`config.mk`:
```
export PLATFORM = sky130hd
export DESIGN_NAME = mips_decode_execute_stage_flat
export DESIGN_NICKNAME = d
export VERILOG_FILES = /design/src/rtl/mips_decode_execute_stage_pkg.sv /design/src/rtl/mips_decode_execute_stage_if.sv /design/src/rtl/mips_decode_execute_stage_load_use_detect.sv /design/src/rtl/mips_decode_execute_stage.sv /design/src/flat_wrapper.sv
export SDC_FILE = /design/constraint.sdc
export NUM_CORES = 1
export LEC_CHECK = 0
export BUFFER_PORTS_ARGS = -buffer_cell sky130_fd_sc_hd__buf_2
export CAP_MARGIN = 10
export CORE_AREA = 2 2 162 164
export DETAILED_ROUTE_END_ITERATION = 6
export DIE_AREA = 0 0 164 166
export GPL_TIMING_DRIVEN = 0
export SLEW_MARGIN = 20
export SYNTH_ARGS = -nofsm -noshare
export SYNTH_HDL_FRONTEND = slang
export SYNTH_SLANG_ARGS = --single-unit
```
`constraint.sdc`:
```
create_clock -name clock -period 2.3 [get_ports clock]
set_clock_uncertainty 0.2 [all_clocks]
set_input_delay 0.345 -clock clock [delete_from_list [all_inputs] [get_ports clock]]
set_output_delay 0.345 -clock clock [all_outputs]
set_load 0.005 [all_outputs]
```
`src/rtl/mips_decode_execute_stage_pkg.sv`:
```
// Shared types and constants for the ID/EX pipeline register and its hazard logic.
// Defines the packed control bundle layout and the bubble control word.
package mips_decode_execute_stage_pkg;

    localparam int unsigned REG_ADDR_W = 5;
    localparam logic [REG_ADDR_W-1:0] ZERO_REG = '0;

    typedef enum logic [1:0] {
        PC_INC      = 2'd0,
        PC_BRANCH   = 2'd1,
        PC_JUMP     = 2'd2,
        PC_JUMP_REG = 2'd3
    } pc_action_e;

    typedef enum logic [1:0] {
        WB_ALU    = 2'd0,
        WB_MEMORY = 2'd1,
        WB_PC     = 2'd2,
        WB_IMM    = 2'd3
    } wb_source_e;

    typedef struct packed {
        logic [18:0] reserved;
        logic [3:0]  aluOperation;
        logic        aluSourceImmediate;
        logic        shiftSourceShamt;
        logic        branchNotEqual;
        wb_source_e  registerWriteDataSource;
        pc_action_e  pcAction;
        logic        memoryWriteEnable;
        logic        registerWriteEnable;
    } control_t;

    localparam int unsigned CONTROL_BUNDLE_W = $bits(control_t);

    // A bubble must not write anything and must let the PC advance normally.
    localparam control_t CONTROL_BUBBLE = '{
        reserved:                '0,
        aluOperation:            '0,
        aluSourceImmediate:      1'b0,
        shiftSourceShamt:        1'b0,
        branchNotEqual:          1'b0,
        registerWriteDataSource: WB_ALU,
        pcAction:                PC_INC,
        memoryWriteEnable:       1'b0,
        registerWriteEnable:     1'b0
    };

    function automatic logic src_matches(
        input logic                  used,
        input logic [REG_ADDR_W-1:0] src,
        input logic [REG_ADDR_W-1:0] dst
    );
        return used & (src == dst);
    endfunction

endpackage

```
`src/rtl/mips_decode_execute_stage_if.sv`:
```
// ID-to-EX bus: decoded instruction fields in, latched EX fields and stall out.
// master drives the ID side and downstream controls; slave is the pipeline register.
interface mips_decode_execute_stage_if
    import mips_decode_execute_stage_pkg::*;
#(
    parameter int unsigned CONTROL_W = 32,
    parameter int unsigned DATA_W    = 32
) ();

    logic                  idValid;
    logic [CONTROL_W-1:0]  idControl;
    logic                  idRegWriteEnable;
    logic                  idMemWriteEnable;
    logic                  idIsLoad;
    logic [REG_ADDR_W-1:0] idWriteAddr;
    logic [REG_ADDR_W-1:0] idReadAddr1;
    logic [REG_ADDR_W-1:0] idReadAddr2;
    logic                  idRead1Used;
    logic                  idRead2Used;
    logic [DATA_W-1:0]     idData1;
    logic [DATA_W-1:0]     idData2;
    logic [DATA_W-1:0]     idImmediate;
    logic [DATA_W-1:0]     idPc;
    logic                  exStall;
    logic                  flush;

    logic                  upstreamStall;
    logic                  exValid;
    logic [CONTROL_W-1:0]  exControl;
    logic                  exRegWriteEnable;
    logic                  exMemWriteEnable;
    logic                  exIsLoad;
    logic [REG_ADDR_W-1:0] exWriteAddr;
    logic [DATA_W-1:0]     exData1;
    logic [DATA_W-1:0]     exData2;
    logic [DATA_W-1:0]     exImmediate;
    logic [DATA_W-1:0]     exPc;

    modport master (
        output idValid, idControl, idRegWriteEnable, idMemWriteEnable, idIsLoad,
               idWriteAddr, idReadAddr1, idReadAddr2, idRead1Used, idRead2Used,
               idData1, idData2, idImmediate, idPc, exStall, flush,
        input  upstreamStall, exValid, exControl, exRegWriteEnable, exMemWriteEnable,
               exIsLoad, exWriteAddr, exData1, exData2, exImmediate, exPc
    );

    modport slave (
        input  idValid, idControl, idRegWriteEnable, idMemWriteEnable, idIsLoad,
               idWriteAddr, idReadAddr1, idReadAddr2, idRead1Used, idRead2Used,
               idData1, idData2, idImmediate, idPc, exStall, flush,
        output upstreamStall, exValid, exControl, exRegWriteEnable, exMemWriteEnable,
               exIsLoad, exWriteAddr, exData1, exData2, exImmediate, exPc
    );

endinterface

```
`src/rtl/mips_decode_execute_stage_load_use_detect.sv`:
```
// Load-use hazard detector: a load in EX whose destination feeds the ID instruction.
// Pure combinational so the forwarding unit can share it.
module mips_load_use_detect
    import mips_decode_execute_stage_pkg::*;
(
    input  logic                  i_exValid,
    input  logic                  i_exIsLoad,
    input  logic [REG_ADDR_W-1:0] i_exWriteAddr,
    input  logic                  i_idValid,
    input  logic                  i_idRead1Used,
    input  logic                  i_idRead2Used,
    input  logic [REG_ADDR_W-1:0] i_idReadAddr1,
    input  logic [REG_ADDR_W-1:0] i_idReadAddr2,
    output logic                  o_loadUse
);

    logic w_producer;
    logic w_match1;
    logic w_match2;

    // r0 is hard-wired, so a load targeting it never produces a dependency.
    assign w_producer = i_exValid & i_exIsLoad & (i_exWriteAddr != ZERO_REG);
    assign w_match1   = src_matches(i_idRead1Used, i_idReadAddr1, i_exWriteAddr);
    assign w_match2   = src_matches(i_idRead2Used, i_idReadAddr2, i_exWriteAddr);
    assign o_loadUse  = w_producer & i_idValid & (w_match1 | w_match2);

endmodule

```
`src/rtl/mips_decode_execute_stage.sv`:
```
// ID/EX pipeline register with load-use bubble insertion, downstream hold and flush.
// Optional performance counters enabled by defining MIPS_DECODE_EXECUTE_PERF_EN.
module mips_decode_execute_stage
    import mips_decode_execute_stage_pkg::*;
#(
    parameter int unsigned CONTROL_W = 32,
    parameter int unsigned DATA_W    = 32,
    parameter int unsigned PERF_W    = 32
) (
    input  logic                          clock,
    input  logic                          reset,
    mips_decode_execute_stage_if.slave    bus,
    output logic [PERF_W-1:0]             perfBubbles,
    output logic [PERF_W-1:0]             perfFlushes
);

    localparam logic [CONTROL_W-1:0] BUBBLE_CTRL = CONTROL_W'(CONTROL_BUBBLE);

    logic                  r_exValid;
    logic [CONTROL_W-1:0]  r_exControl;
    logic                  r_exRegWriteEnable;
    logic                  r_exMemWriteEnable;
    logic                  r_exIsLoad;
    logic [REG_ADDR_W-1:0] r_exWriteAddr;
    logic [DATA_W-1:0]     r_exData1;
    logic [DATA_W-1:0]     r_exData2;
    logic [DATA_W-1:0]     r_exImmediate;
    logic [DATA_W-1:0]     r_exPc;

    logic w_loadUse;
    logic w_bubble;

    mips_load_use_detect u_load_use_detect (
        .i_exValid     (r_exValid),
        .i_exIsLoad    (r_exIsLoad),
        .i_exWriteAddr (r_exWriteAddr),
        .i_idValid     (bus.idValid),
        .i_idRead1Used (bus.idRead1Used),
        .i_idRead2Used (bus.idRead2Used),
        .i_idReadAddr1 (bus.idReadAddr1),
        .i_idReadAddr2 (bus.idReadAddr2),
        .o_loadUse     (w_loadUse)
    );

    // A flush kills the ID instruction, so the hazard it would have caused is moot.
    assign bus.upstreamStall = bus.exStall | (w_loadUse & ~bus.flush);
    assign w_bubble          = bus.flush | w_loadUse;

    always_ff @(posedge clock) begin
        if (!reset) begin
            r_exValid          <= 1'b0;
            r_exControl        <= BUBBLE_CTRL;
            r_exRegWriteEnable <= 1'b0;
            r_exMemWriteEnable <= 1'b0;
            r_exIsLoad         <= 1'b0;
            r_exWriteAddr      <= '0;
            r_exData1          <= '0;
            r_exData2          <= '0;
            r_exImmediate      <= '0;
            r_exPc             <= '0;
        end else if (!bus.exStall) begin
            if (w_bubble) begin
                r_exValid          <= 1'b0;
                r_exControl        <= BUBBLE_CTRL;
                r_exRegWriteEnable <= 1'b0;
                r_exMemWriteEnable <= 1'b0;
                r_exIsLoad         <= 1'b0;
                r_exWriteAddr      <= '0;
                r_exData1          <= '0;
                r_exData2          <= '0;
                r_exImmediate      <= '0;
                r_exPc             <= '0;
            end else begin
                r_exValid          <= bus.idValid;
                r_exControl        <= bus.idControl;
                r_exRegWriteEnable <= bus.idRegWriteEnable & bus.idValid;
                r_exMemWriteEnable <= bus.idMemWriteEnable & bus.idValid;
                r_exIsLoad         <= bus.idIsLoad & bus.idValid;
                r_exWriteAddr      <= bus.idWriteAddr;
                r_exData1          <= bus.idData1;
                r_exData2          <= bus.idData2;
                r_exImmediate      <= bus.idImmediate;
                r_exPc             <= bus.idPc;
            end
        end
    end

    assign bus.exValid          = r_exValid;
    assign bus.exControl        = r_exControl;
    assign bus.exRegWriteEnable = r_exRegWriteEnable & r_exValid;
    assign bus.exMemWriteEnable = r_exMemWriteEnable & r_exValid;
    assign bus.exIsLoad         = r_exIsLoad & r_exValid;
    assign bus.exWriteAddr      = r_exWriteAddr;
    assign bus.exData1          = r_exData1;
    assign bus.exData2          = r_exData2;
    assign bus.exImmediate      = r_exImmediate;
    assign bus.exPc             = r_exPc;

`ifdef MIPS_DECODE_EXECUTE_PERF_EN
    logic [PERF_W-1:0] r_perfBubbles;
    logic [PERF_W-1:0] r_perfFlushes;

    // Counters follow the register's own priority: a held cycle counts nothing.
    always_ff @(posedge clock) begin
        if (!reset) begin
            r_perfBubbles <= '0;
            r_perfFlushes <= '0;
        end else if (!bus.exStall) begin
            if (bus.flush) begin
                if (r_perfFlushes != '1) r_perfFlushes <= r_perfFlushes + PERF_W'(1);
            end else if (w_loadUse) begin
                if (r_perfBubbles != '1) r_perfBubbles <= r_perfBubbles + PERF_W'(1);
            end
        end
    end

    assign perfBubbles = r_perfBubbles;
    assign perfFlushes = r_perfFlushes;
`else
    assign perfBubbles = '0;
    assign perfFlushes = '0;
`endif

endmodule

```
`src/flat_wrapper.sv`:
```
// flat-port wrapper written by rule: the top's interface ports become plain ports
module mips_decode_execute_stage_flat import mips_decode_execute_stage_pkg::*;
#(
    parameter int unsigned CONTROL_W = 32,
    parameter int unsigned DATA_W    = 32,
    parameter int unsigned PERF_W    = 32
)
  (clock, reset, perfBubbles, perfFlushes, bus_idValid, bus_idControl, bus_idRegWriteEnable, bus_idMemWriteEnable, bus_idIsLoad, bus_idWriteAddr, bus_idReadAddr1, bus_idReadAddr2, bus_idRead1Used, bus_idRead2Used, bus_idData1, bus_idData2, bus_idImmediate, bus_idPc, bus_exStall, bus_flush, bus_upstreamStall, bus_exValid, bus_exControl, bus_exRegWriteEnable, bus_exMemWriteEnable, bus_exIsLoad, bus_exWriteAddr, bus_exData1, bus_exData2, bus_exImmediate, bus_exPc);
  mips_decode_execute_stage_if #(.CONTROL_W(CONTROL_W), .DATA_W(DATA_W)) bus_i ();
  input  logic clock;
  input  logic reset;
  output logic [PERF_W-1:0] perfBubbles;
  output logic [PERF_W-1:0] perfFlushes;
  input wire logic [$bits(bus_i.idValid)-1:0] bus_idValid;
  input wire logic [$bits(bus_i.idControl)-1:0] bus_idControl;
  input wire logic [$bits(bus_i.idRegWriteEnable)-1:0] bus_idRegWriteEnable;
  input wire logic [$bits(bus_i.idMemWriteEnable)-1:0] bus_idMemWriteEnable;
  input wire logic [$bits(bus_i.idIsLoad)-1:0] bus_idIsLoad;
  input wire logic [$bits(bus_i.idWriteAddr)-1:0] bus_idWriteAddr;
  input wire logic [$bits(bus_i.idReadAddr1)-1:0] bus_idReadAddr1;
  input wire logic [$bits(bus_i.idReadAddr2)-1:0] bus_idReadAddr2;
  input wire logic [$bits(bus_i.idRead1Used)-1:0] bus_idRead1Used;
  input wire logic [$bits(bus_i.idRead2Used)-1:0] bus_idRead2Used;
  input wire logic [$bits(bus_i.idData1)-1:0] bus_idData1;
  input wire logic [$bits(bus_i.idData2)-1:0] bus_idData2;
  input wire logic [$bits(bus_i.idImmediate)-1:0] bus_idImmediate;
  input wire logic [$bits(bus_i.idPc)-1:0] bus_idPc;
  input wire logic [$bits(bus_i.exStall)-1:0] bus_exStall;
  input wire logic [$bits(bus_i.flush)-1:0] bus_flush;
  output wire logic [$bits(bus_i.upstreamStall)-1:0] bus_upstreamStall;
  output wire logic [$bits(bus_i.exValid)-1:0] bus_exValid;
  output wire logic [$bits(bus_i.exControl)-1:0] bus_exControl;
  output wire logic [$bits(bus_i.exRegWriteEnable)-1:0] bus_exRegWriteEnable;
  output wire logic [$bits(bus_i.exMemWriteEnable)-1:0] bus_exMemWriteEnable;
  output wire logic [$bits(bus_i.exIsLoad)-1:0] bus_exIsLoad;
  output wire logic [$bits(bus_i.exWriteAddr)-1:0] bus_exWriteAddr;
  output wire logic [$bits(bus_i.exData1)-1:0] bus_exData1;
  output wire logic [$bits(bus_i.exData2)-1:0] bus_exData2;
  output wire logic [$bits(bus_i.exImmediate)-1:0] bus_exImmediate;
  output wire logic [$bits(bus_i.exPc)-1:0] bus_exPc;
  assign bus_i.idValid = bus_idValid;
  assign bus_i.idControl = bus_idControl;
  assign bus_i.idRegWriteEnable = bus_idRegWriteEnable;
  assign bus_i.idMemWriteEnable = bus_idMemWriteEnable;
  assign bus_i.idIsLoad = bus_idIsLoad;
  assign bus_i.idWriteAddr = bus_idWriteAddr;
  assign bus_i.idReadAddr1 = bus_idReadAddr1;
  assign bus_i.idReadAddr2 = bus_idReadAddr2;
  assign bus_i.idRead1Used = bus_idRead1Used;
  assign bus_i.idRead2Used = bus_idRead2Used;
  assign bus_i.idData1 = bus_idData1;
  assign bus_i.idData2 = bus_idData2;
  assign bus_i.idImmediate = bus_idImmediate;
  assign bus_i.idPc = bus_idPc;
  assign bus_i.exStall = bus_exStall;
  assign bus_i.flush = bus_flush;
  assign bus_upstreamStall = bus_i.upstreamStall;
  assign bus_exValid = bus_i.exValid;
  assign bus_exControl = bus_i.exControl;
  assign bus_exRegWriteEnable = bus_i.exRegWriteEnable;
  assign bus_exMemWriteEnable = bus_i.exMemWriteEnable;
  assign bus_exIsLoad = bus_i.exIsLoad;
  assign bus_exWriteAddr = bus_i.exWriteAddr;
  assign bus_exData1 = bus_i.exData1;
  assign bus_exData2 = bus_i.exData2;
  assign bus_exImmediate = bus_i.exImmediate;
  assign bus_exPc = bus_i.exPc;
  mips_decode_execute_stage #(.CONTROL_W(CONTROL_W), .DATA_W(DATA_W), .PERF_W(PERF_W)) u_core (.clock(clock), .reset(reset), .bus(bus_i), .perfBubbles(perfBubbles), .perfFlushes(perfFlushes));
endmodule
```
==> flow_metrics.py <==
metrics = {
    "synthesis": {
        "synth_edf_count": 0,
        "synth_flop_cell": "dfxtp_1",
        "synth_area_um2": 9290,
        "synth_warnings": 0,
        "ys_seq_elements": 169,
        "post-synth-top-count-cell": "dfxtp_1",
        "ys_async_sr_fraction_pct": 0,
        "ys_top_cells_by_area": "dfxtp_1, o221ai_1, a22oi_1",
        "yosysTopAreaCell": "dfxtp_1",
        "yosysSeqAreaShare_pct": 36.4,
        "ys_types": 27,
        "syn_area_per_cell_um2": 8.57,
        "syn-instance-count": 1083,
        "synthTopCellsByCount": "dfxtp_1, nand2_1, a22oi_1",
        "yosysTopAreaCellShare_pct": 36.4,
    },
    "clock_network": {
        "cts_tree": "done",
        "cts_sinks": 169,
        "hold_buffers": 0,
        "root_buffer": "clkbuf_16",
        "cts.clk_slew.worst_paths_ns": 0.07,
        "cts_made_buffers": 17,
        "htreeDepth": 4,
        "clockBufferDepth": 2,
        "clk_latency_ns": 0.42,
    },
    "sta": {
        "post-route-min-period_ns": 2.48,
        "rsz0062_at_grt": "true",
        "maxSlewViolCount": 0,
        "tns_ns": -0.177,
        "relSlewSlack_pct": 42.5,
        "max_freq_mhz": 404,
        "worst_slew_pin_slew_ns": 0.862,
        "period_share_pct": 108,
        "hold_violations": 0,
        "finalSetupViolCount": 1,
        "setup_ws_ns": -0.177,
    },
    "status": {
        "status": "finished with violations",
        "violations": "setup timing",
    },
    "pwr": {
        "pwr-share-clk_pct": 37.4,
        "switching_power_w": 0.00238,
        "irDropWorstVdd_mv": 0.419,
        "combPwrFrac_pct": 19.4,
        "seqPwrFrac_pct": 43.2,
        "netSwitchingFraction_pct": 31.2,
        "power_leakage_nw": 5.73,
        "power.density_nw_per_um2": 611,
        "p_int_w": 0.00523,
    },
    "layout": {
        "multi_input_area_um2": 5110,
        "seq_area_um2": 3390,
        "final_area_um2": 12400,
        "layout-drive-gt1-share_pct": 32.4,
        "area_growth_syn_to_layout_pct": 34.0,
        "nets": 1711,
        "fillers": 2587,
    },
    "worst_setup_path": {
        "cp_data_arrival_time_ns": 1.93,
        "reg2reg_depth": 6,
        "path_max_fanout": 5,
        "worstSetupPathType": "reg -> out",
        "critPathSlowestCell": "or4_4",
        "path_buf_inv": 2,
        "slowest_delay_ns": 0.52,
        "cp_cell_sequence": "or4_4 -> o211ai_4 -> buf_6 -> nor2_2 -> a21o_1 -> buf_2",
        "worst_setup_path_start_kind": "register",
        "crit_family": "simple AND/OR/NAND/NOR gates",
        "end_kind": "output port",
        "crit_required_ns": 1.75,
        "cp_num_cells": 6,
    },
    "placed_design": {
        "hpwl_um": 25300,
        "dpl_cell_area_um2": 11700,
        "dp_slack_ns": -0.652,
        "gp_congestion": 0.833,
        "portBuffers": 354,
    },
    "global_routing": {
        "grt_max_degree": 18,
        "antenna_found_initial": 3,
        "grt_pass1_wl_um": 52800,
        "grt_pass1_vias": 9432,
        "grt-ovfl-total": 0,
        "grt_use_total_pct": 24.2,
    },
    "route": {
        "drt_iter0_drc": 881,
        "post_drt_via_cell_ratio": 5.51,
        "drc": 0,
        "first_pass_iters": 5,
        "vias": 10300,
        "detail_route.wl_per_cell_um": 18.7,
        "drtAntennaViolNets": 0,
        "routed_wirelength_um": 35200,
    },
    "die": {
        "die_area_um2": 27200,
        "num_io_pins": 419,
        "die_w_um": 164,
        "start_util_pct": 36.3,
        "placementRows": 59,
        "core_um2": 25600,
        "die_h_um": 166,
    },
    "run": {
        "max_cap_violations": 0,
    },
    "min_path": {
        "whs_path_depth": 3,
        "hold_class": "in -> reg",
    },
}
## flip-flops by register name, indices dropped and copies added, names as in the netlist
register                   flops
u_core.r_exIsLoad              1
u_core.bus.exImmediate        32
u_core.bus.exData2            32
u_core.r_exRegWriteEnable      1
u_core.r_exMemWriteEnable      1
u_core.bus.exWriteAddr         5
u_core.bus.exData1            32
u_core.bus.exValid             1
u_core.bus.exPc               32
u_core.bus.exControl          32
## placed cells by master (no fill, tap or decap), drive strengths merged
cell,netlist,final
nand4,2,2
a32oi,3,3
o221ai,165,165
nor2b,1,1
nand2,167,167
o21ai,1,1
mux2i,3,3
nor3b,165,165
dfxtp,169,169
xnor2,10,10
and2,4,4
clkbuf,127,149
inv,0,9
a21o,1,1
nand2b,2,2
or4,1,1
clkinvlp,0,2
o22ai,1,1
clkinv,0,2
nor2,4,4
buf,83,441
nand3b,1,1
diode,0,2
o31ai,3,3
a22oi,166,166
conb,1,64
nand3,1,1
and3,1,1
o211ai,1,1
## power groups by stage
stage	Sequential (W)	Combinational, W	Clock, W
final	0.00328	0.00148	0.00285
after global routing	0.00330	0.00162	0.00304
after CTS	0.00328	0.00146	0.00291
after detailed placement	0.00335	0.00143	0
after global placement	0.00335	0.00142	0
after floorplan	0.00334	0.000778	0
## final cells by class
cell class / instances / area share (%)
Clock inverter: 13 / 1.02
Multi-Input combinational cell: 767 / 41.1
Timing Repair Buffer: 361 / 14.8
Clock buffer: 19 / 3.56
Tap cell: 335 / 3.37
Buffer: 210 / 8.89
Sequential cell: 169 / 27.3
Antenna cell: 2 / 0.0402
## path summary, 6_finish.rpt
| path | end | slack [ns] | startpoint |
|---|---|---|---|
| worst min-delay path | u_core.r_exRegWriteEnable$_SDFFE_PN0N_ | 0.07 | reset |
| worst max register to register | u_core.bus.exData2[19]$_SDFFE_PN0N_ | 0.09 | u_core.bus.exWriteAddr[2]$_SDFFE_PN0N_ |
| worst min register to register | u_core.bus.exPc[2]$_SDFFE_PN0N_ | 0.29 | u_core.bus.exPc[2]$_SDFFE_PN0N_ |
| worst max-delay path | bus_upstreamStall | -0.18 | u_core.bus.exWriteAddr[2]$_SDFFE_PN0N_ |
## through the flow
step | hold WS [ns] | power, W | util (%) | instances
global placement | 0.269 | 0.00477 | 45.7 | 1835
floorplan | 0.285 | 0.00412 | - | 1146
global route | 0.0696 | 0.00796 | 48.6 | 1876
detailed placement | 0.272 | 0.00478 | 45.7 | 1835
CTS | 0.0457 | 0.00765 | 48.4 | 1873
finish | 0.0734 | 0.00761 | 48.6 | 1876
## tightest hold or removal path: stages
cell and delay, ns:
buf_2 0.16, a32oi_1 0.11, o31ai_1 0.06
## cell families after synthesis
logic type                share of synthesized area, %
muxes                                            0.323
other                                           0.0404
xor gates and xnor gates                         0.943
buffers and inverters                             11.3
DFF                                               36.4
and+or+nand+nor                                   21.1
AOI/OAI and AO/OA                                 29.8
## timing repair
item,in CTS,in global routing
setup buffers,6,1
gates resized for setup,23,37
hold endpoints to repair,0,0
pin swaps,5,2
setup endpoints to repair,154,152
## layer usage
metal	up-vias	GRT usage [%]	part of all wire, %	wire, µm
met5	-	0	0.031	11
met4	2	7.63	2.1	754
met3	51	5.49	7.9	2770
met2	465	39.3	48	16700
met1	4874	31.9	42	14900
li1	4944	-	-	-
Power figures use the tool's default switching activity.
